**config.mk**
```make
export PLATFORM = sky130hd
export DESIGN_NAME = bus_cycle_gen
export DESIGN_NICKNAME = d
export VERILOG_FILES = /design/src/rtl/bus_cycle_gen.sv
export SDC_FILE = /design/constraint.sdc
export NUM_CORES = 1
export LEC_CHECK = 0
export ABC_AREA = 1
export CAP_MARGIN = 5
export CORE_UTILIZATION = 34
export CTS_BUF_LIST = sky130_fd_sc_hd__clkbuf_2 sky130_fd_sc_hd__clkbuf_4 sky130_fd_sc_hd__clkbuf_8
export DETAILED_ROUTE_END_ITERATION = 6
export PLACE_DENSITY_LB_ADDON = 0.25
export SETUP_SLACK_MARGIN = 0.1
export SYNTH_ARGS = -nofsm -noshare
export SYNTH_HDL_FRONTEND = slang
export SYNTH_SLANG_ARGS = --single-unit
export TNS_END_PERCENT = 10
```
**constraint.sdc**
```tcl
create_clock -name clock -period 2 [get_ports clock]
set_input_delay 0.4 -clock clock [delete_from_list [all_inputs] [get_ports clock]]
set_output_delay 0.4 -clock clock [all_outputs]
set_load 0.05 [all_outputs]
```
**src/rtl/bus_cycle_gen.sv**
```systemverilog
`default_nettype none
// +----------------------------------------------------------------------------+
// | bus_cycle_gen : 8086-style multiplexed bus master (T1..T4 with TW waits).   |
// | Optional wait-state abort enabled by defining BUS_TIMEOUT_EN.              |
// | Revision: 1.0                                                              |
// +----------------------------------------------------------------------------+
module bus_cycle_gen #(
  parameter int ADDR_W         = 20,
  parameter int DATA_W         = 16,
  parameter int TIMEOUT_CYCLES = 16
) (
  input  logic                     clock,
  input  logic                     reset,
  input  logic                     req,
  input  logic                     req_wr,
  input  logic                     req_io,
  input  logic [ADDR_W-1:0]        req_addr,
  input  logic [DATA_W-1:0]        req_wdata,
  output logic                     busy,
  output logic                     ack,
  output logic [DATA_W-1:0]        rdata,
  output logic                     timeout_err,
  output logic                     ALE,
  output logic                     rdb,
  output logic                     wrb,
  output logic                     IOM,
  output logic [DATA_W-1:0]        ad_out,
  output logic                     ad_oe,
  input  logic [DATA_W-1:0]        ad_in,
  output logic [ADDR_W-DATA_W-1:0] a_hi,
  input  logic                     ready
);

  localparam int c_HI_W = ADDR_W - DATA_W;

  typedef enum logic [5:0] {
    S_IDLE = 6'b000001,
    S_T1   = 6'b000010,
    S_T2   = 6'b000100,
    S_T3   = 6'b001000,
    S_TW   = 6'b010000,
    S_T4   = 6'b100000
  } state_t;

  state_t             r_state;
  state_t             w_next;
  logic               r_wr;
  logic               r_io;
  logic [ADDR_W-1:0]  r_addr;
  logic [DATA_W-1:0]  r_wdata;
  logic [DATA_W-1:0]  r_rdata;
  logic               w_start;
  logic               w_strobe;
  logic               w_done;
  logic               w_timeout;

  if (TIMEOUT_CYCLES < 1 || TIMEOUT_CYCLES > 255) begin : g_timeout_range_bad
    $error("TIMEOUT_CYCLES must be in 1..255");
  end

  assign w_start  = (r_state == S_IDLE) && req;
  assign w_strobe = (r_state == S_T2) || (r_state == S_T3) || (r_state == S_TW);
  assign w_done   = ((r_state == S_T3) || (r_state == S_TW)) && ready;

`ifdef BUS_TIMEOUT_EN
  localparam logic [7:0] c_TW_LAST = 8'(TIMEOUT_CYCLES - 1);

  logic [7:0] r_tw_cnt;
  logic       r_timeout_err;

  // Counter is zeroed while in T2 so it reads 0 on the first TW cycle.
  always_ff @(posedge clock or posedge reset) begin
    if (reset) begin
      r_tw_cnt      <= 8'd0;
      r_timeout_err <= 1'b0;
    end else begin
      if (r_state == S_T2)
        r_tw_cnt <= 8'd0;
      else if ((r_state == S_TW) && !ready)
        r_tw_cnt <= r_tw_cnt + 8'd1;
      if (w_start)
        r_timeout_err <= 1'b0;
      else if (w_timeout)
        r_timeout_err <= 1'b1;
    end
  end

  assign w_timeout   = (r_state == S_TW) && !ready && (r_tw_cnt == c_TW_LAST);
  assign timeout_err = r_timeout_err;
`else
  assign w_timeout   = 1'b0;
  assign timeout_err = 1'b0;
`endif

  always_ff @(posedge clock or posedge reset) begin
    if (reset) r_state <= S_IDLE;
    else       r_state <= w_next;
  end

  always_comb begin
    w_next = r_state;
    unique case (r_state)
      S_IDLE:  if (req) w_next = S_T1;
      S_T1:    w_next = S_T2;
      S_T2:    w_next = S_T3;
      S_T3:    w_next = ready ? S_T4 : S_TW;
      S_TW:    w_next = (ready || w_timeout) ? S_T4 : S_TW;
      S_T4:    w_next = S_IDLE;
      default: w_next = S_IDLE;
    endcase
  end

  always_ff @(posedge clock or posedge reset) begin
    if (reset) begin
      r_wr    <= 1'b0;
      r_io    <= 1'b0;
      r_addr  <= '0;
      r_wdata <= '0;
      r_rdata <= '0;
    end else begin
      if (w_start) begin
        r_wr    <= req_wr;
        r_io    <= req_io;
        r_addr  <= req_addr;
        r_wdata <= req_wdata;
      end
      if (w_done && !r_wr)
        r_rdata <= ad_in;
      else if (w_timeout && !r_wr)
        r_rdata <= '1;
    end
  end

  // Bus outputs decode from the state register and the latched request only.
  always_comb begin
    busy   = (r_state != S_IDLE);
    ack    = (r_state == S_T4);
    ALE    = (r_state == S_T1);
    rdb    = !(w_strobe && !r_wr);
    wrb    = !(w_strobe && r_wr);
    ad_oe  = (r_state == S_T1) || (w_strobe && r_wr);
    ad_out = '0;
    IOM    = 1'b0;
    a_hi   = '0;
    if (r_state == S_T1)
      ad_out = r_addr[DATA_W-1:0];
    else if (w_strobe && r_wr)
      ad_out = r_wdata;
    if (r_state != S_IDLE) begin
      IOM  = r_io;
      a_hi = r_addr[ADDR_W-1 -: c_HI_W];
    end
  end

  assign rdata = r_rdata;

endmodule
`default_nettype wire
```
==> summary.txt <==
Outcome
  • Status: finished with violations
  • Failing checks: setup timing

Layout
  • Layout cells sized above 1: a little over a quarter
  • Layout fillers: a little under 700
  • Final Util: 60.03%
  • Storage cell area: 1504 sq um
  • Nets: between 500 and 600
  • Antenna diodes: 0
  • Multi-input logic area: roughly 1200 sq um
  • Syn-to-layout area delta: 69.66%

Logic synthesis
  • Synth cell types: 20
  • Ys Warns: 0
  • Largest family of logic cells by synthesized area: simple AND/OR/NAND/NOR gates
  • Area share of fa/ha/maj cells after synthesis: 0%
  • Mapped Nets: ~400
  • Gate Count Post-Synth: 340
  • Sequential-to-total area share from yosys stat: between 50 and 60%
  • Synth Area in XOR/XNOR: 0%
  • Proportion of synthesized area in mux cells: 0%
  • Mapped Avg Cell Area: 8.125 sq um
  • Synthesized cell area: around 2800 sq um
  • Synth Area in Compound Gates: 7.518%
  • Post-synthesis register bit count: 60
  • Synth Area in Simple Gates: 31.34%

Power
  • P_leak: 0.002432 uW
  • Combinational share of power: between 50% and 60%
  • Worst VDD drop: roughly 0.67 mV
  • Clock share of power: 18.0%
  • PwrDens: roughly 1500 nW/um^2
  • Net Switching: 3056 uW
  • Reg power frac: 30.4%
  • Cell internal pwr: between 3000 and 4000 uW
  • Switching share of total power: ~44%

Route
  • Number of DRC markers in iteration 0: 111
  • DRC viols: 0
  • Via Count: roughly 2.7k
  • Final wirelength: around 8000 microns
  • Wirelength per Cell: 14.44 microns
  • Drt pass-1 iters: 4
  • Post-route ant nets: 0
  • Vias per std cell: approximately 4.7

Critical path
  • RR Startpoint: r_state[0]$_DFFE_PP1P_
  • CP most frequent cell: nand3_2
  • Worst Setup SP: r_state[1]$_DFFE_PP0P_
  • Reg2reg setup slack: between 0.2 and 0.25 ns
  • Family with the most delay on the worst path: simple AND/OR/NAND/NOR gates
  • CP Depth: 7
  • Required time of the critical path: approximately 1.6 ns
  • Crit start category: flop
  • Crit-path max FO: 5
  • Crit path buffers/inverters: 2
  • Critical path's largest stage delay: 0.44 ns
  • R2R Path End: r_wdata[14]$_DFFE_PP0P_
  • Slowest library cell on the worst path: dfrtp_2
  • Crit-path cells: nor2_4 -> nand3_2 -> nand3_4 -> clkbuf_16 -> nand3_2 -> nand2_2 -> buf_12
  • Nature of the critical path endpoint: primary output
  • Critical path class: flop to primary output
  • Worst setup path end: ad_out[14]
  • Arr. time, crit path: approximately 1.8 ns
  • Worst Reg2Reg Path Length in Cells: 8

CTS
  • Clock sink count: 60
  • CTS Buf Count: 9
  • CTS tree: built
  • Skew-Pair Late Insertion Delay: ~0.33 ns
  • Hold buffer count at CTS: 0
  • Reg clk slew, reported paths: around 0.07 ns
  • Worst-case clock buffer depth: 2
  • Root buf cell: clkbuf_8
  • H-Tree Depth: 3

Hold path
  • Hold WC Path Type: primary input to asynchronous set/reset pin

GRT
  • GRT Util Overall: about a fifth
  • Global-route wire length before repair: roughly 13,000 microns
  • Vias in the first global route: approximately 2.8k
  • Largest net degree at the start of global routing: 32
  • GRT overflow: 0
  • Initial antenna violation count: 0

Floorplanning
  • Core area: 7807 sq um
  • Number of cell rows: 32
  • Die ar.: roughly 8500 sq um
  • Starting density of the core: between 30 and 40%
  • Die W: between 90 and 100 microns
  • I/O Pins: 102
  • Die Y-Extent: 92.14 microns

Timing
  • FMAX: 0.4561 GHz
  • Slew Limit Fails: 0
  • Slew HR: 66.53%
  • Tightest Pin Transition: 0.5012 ns
  • RSZ-0062 raised after global routing: true
  • # setup viols final: 25
  • Fin crit period: ~2.2 ns
  • Final hold vios: 0
  • Period utilisation layout: 109.6%
  • Setup_tns: -3.147 ns
  • Worst setup margin: -0.1923 ns
  • Clock Skews: just over 0.007 ns

Placed design
  • DP HPWL: 5165 microns
  • Port bufs: 100
  • RD Place Congestion: 0.7991

Flow run
  • Maxcap violations: 0
==> power groups by stage <==
| stage | clock, uW | sequential, uW | combinational, uW |
|---|---|---|---|
| global placement | 0 | 2050 | 3220 |
| finish | 1240 | 2090 | 3550 |
| CTS | 1260 | 2060 | 3410 |
| detailed placement | 0 | 2070 | 3280 |
| global route | 1330 | 2150 | 3820 |
| floorplan | 0 | 2440 | 1640 |
==> per-layer routing <==
layer / vias to the layer above / share of wire, % / global-route usage [%]
met4: 0 / 0.88 / 7.552
met5: - / 0 / 0
met1: 1272 / 43 / 24.23
met3: 8 / 6.4 / 6.385
met2: 91 / 49 / 33.02
li1: 1314 / - / -
==> synth_stat cells <==
library cell,instances,share of area (%)
o21bai_1,1,0.27
buf_4,6,1.6
clkbuf_1,4,0.54
nand2_4,2,0.82
inv_1,15,2.0
nand3_2,4,1.4
nand2_1,148,20
nand3_1,35,6.3
dfrtp_1,59,53
nor2_1,7,0.95
nor2_2,2,0.45
buf_2,5,0.91
conb_1,1,0.14
dfstp_2,1,0.95
o21ai_1,38,6.9
nor2_4,3,1.2
buf_1,3,0.41
a21oi_1,2,0.36
buf_6,2,0.82
inv_2,2,0.27
==> final cells by class <==
cell class,count,area share [%]
tap,102,2.723
sequential,60,32.09
timing repair buffer,127,32.30
clock inverter,4,1.548
multi-input combinational,243,26.51
timing repair inverter,1,0.1602
inverter,17,1.415
clock buffer,12,3.257
==> worst min-delay path by stage <==
stage                          start               endpoint  slack, ns  cells after the start
3_5_place_dp    rdata[8]$_DFFE_PP0P_   rdata[8]$_DFFE_PP0P_       0.46                      2
6_report                       reset   rdata[1]$_DFFE_PP0P_       0.37                      2
5_1_grt                        reset   rdata[1]$_DFFE_PP0P_       0.40                      2
4_1_cts                        reset   rdata[0]$_DFFE_PP0P_       0.38                      2
3_3_place_gp   rdata[10]$_DFFE_PP0P_  rdata[10]$_DFFE_PP0P_       0.45                      2
2_1_floorplan  r_addr[0]$_DFFE_PP0P_  r_addr[0]$_DFFE_PP0P_       0.45                      2
==> sequential cells by signal, summed over array words and instances (netlist names) <==
name	flops
r_addr	20
r_io	1
r_state	6
r_wdata	16
r_wr	1
rdata	16
==> cells in the final DEF, fill, tap and decap left out, types with 3 or more instances in the layout <==
cell             instances
nand2_1                129
dfrtp_1                 58
clkdlybuf4s50_1         57
o21ai_1                 38
buf_12                  26
nand3_1                 22
buf_4                   22
nand2_2                 16
inv_1                   14
nand3_2                 14
clkbuf_8                10
dlygate4sd2_1           10
dlymetal6s2s_1           6
nor2_4                   5
nor2_1                   5
nand2_4                  5
buf_6                    4
nand3_4                  3
==> logic make-up after synthesis <==
group | after synthesis
AO/OA/AOI/OAI | 41
AND/OR/NAND/NOR | 201
flip-flops | 60
buffers and inverters | 37
other | 1
==> through the flow <==
step / cells / hold WS, ns / instance area, sq um / worst slack [ns] / total power, uW
after floorplan: 340 / 0.4515 / 2768 / 0.1170 / 4073
after global placement: 536 / 0.4525 / 4128 / 0.1591 / 5271
after detailed placement: 536 / 0.4576 / 4128 / 0.07272 / 5346
after CTS: 557 / 0.3753 / 4474 / -0.1395 / 6737
after global routing: 566 / 0.4003 / 4687 / -0.2596 / 7300
final: 566 / 0.3727 / 4687 / -0.1923 / 6877
==> worst reg2reg max path: stages, from the launching register on <==
cell and delay (ns):
dfstp_2 0.58, buf_4 0.12, inv_2 0.04, nor2_4 0.09
nand3_4 0.17, buf_4 0.21, buf_4 0.20, o21ai_1 0.16
nand2_1 0.07
==> timing repair <==
action	CTS	global route
buffers inserted	4	6
endpoints found under the setup margin	36	33
resized for setup	38	26
gates cloned	1	3
pin swaps	5	21
No activity file was read; power rests on OpenSTA's default activity.
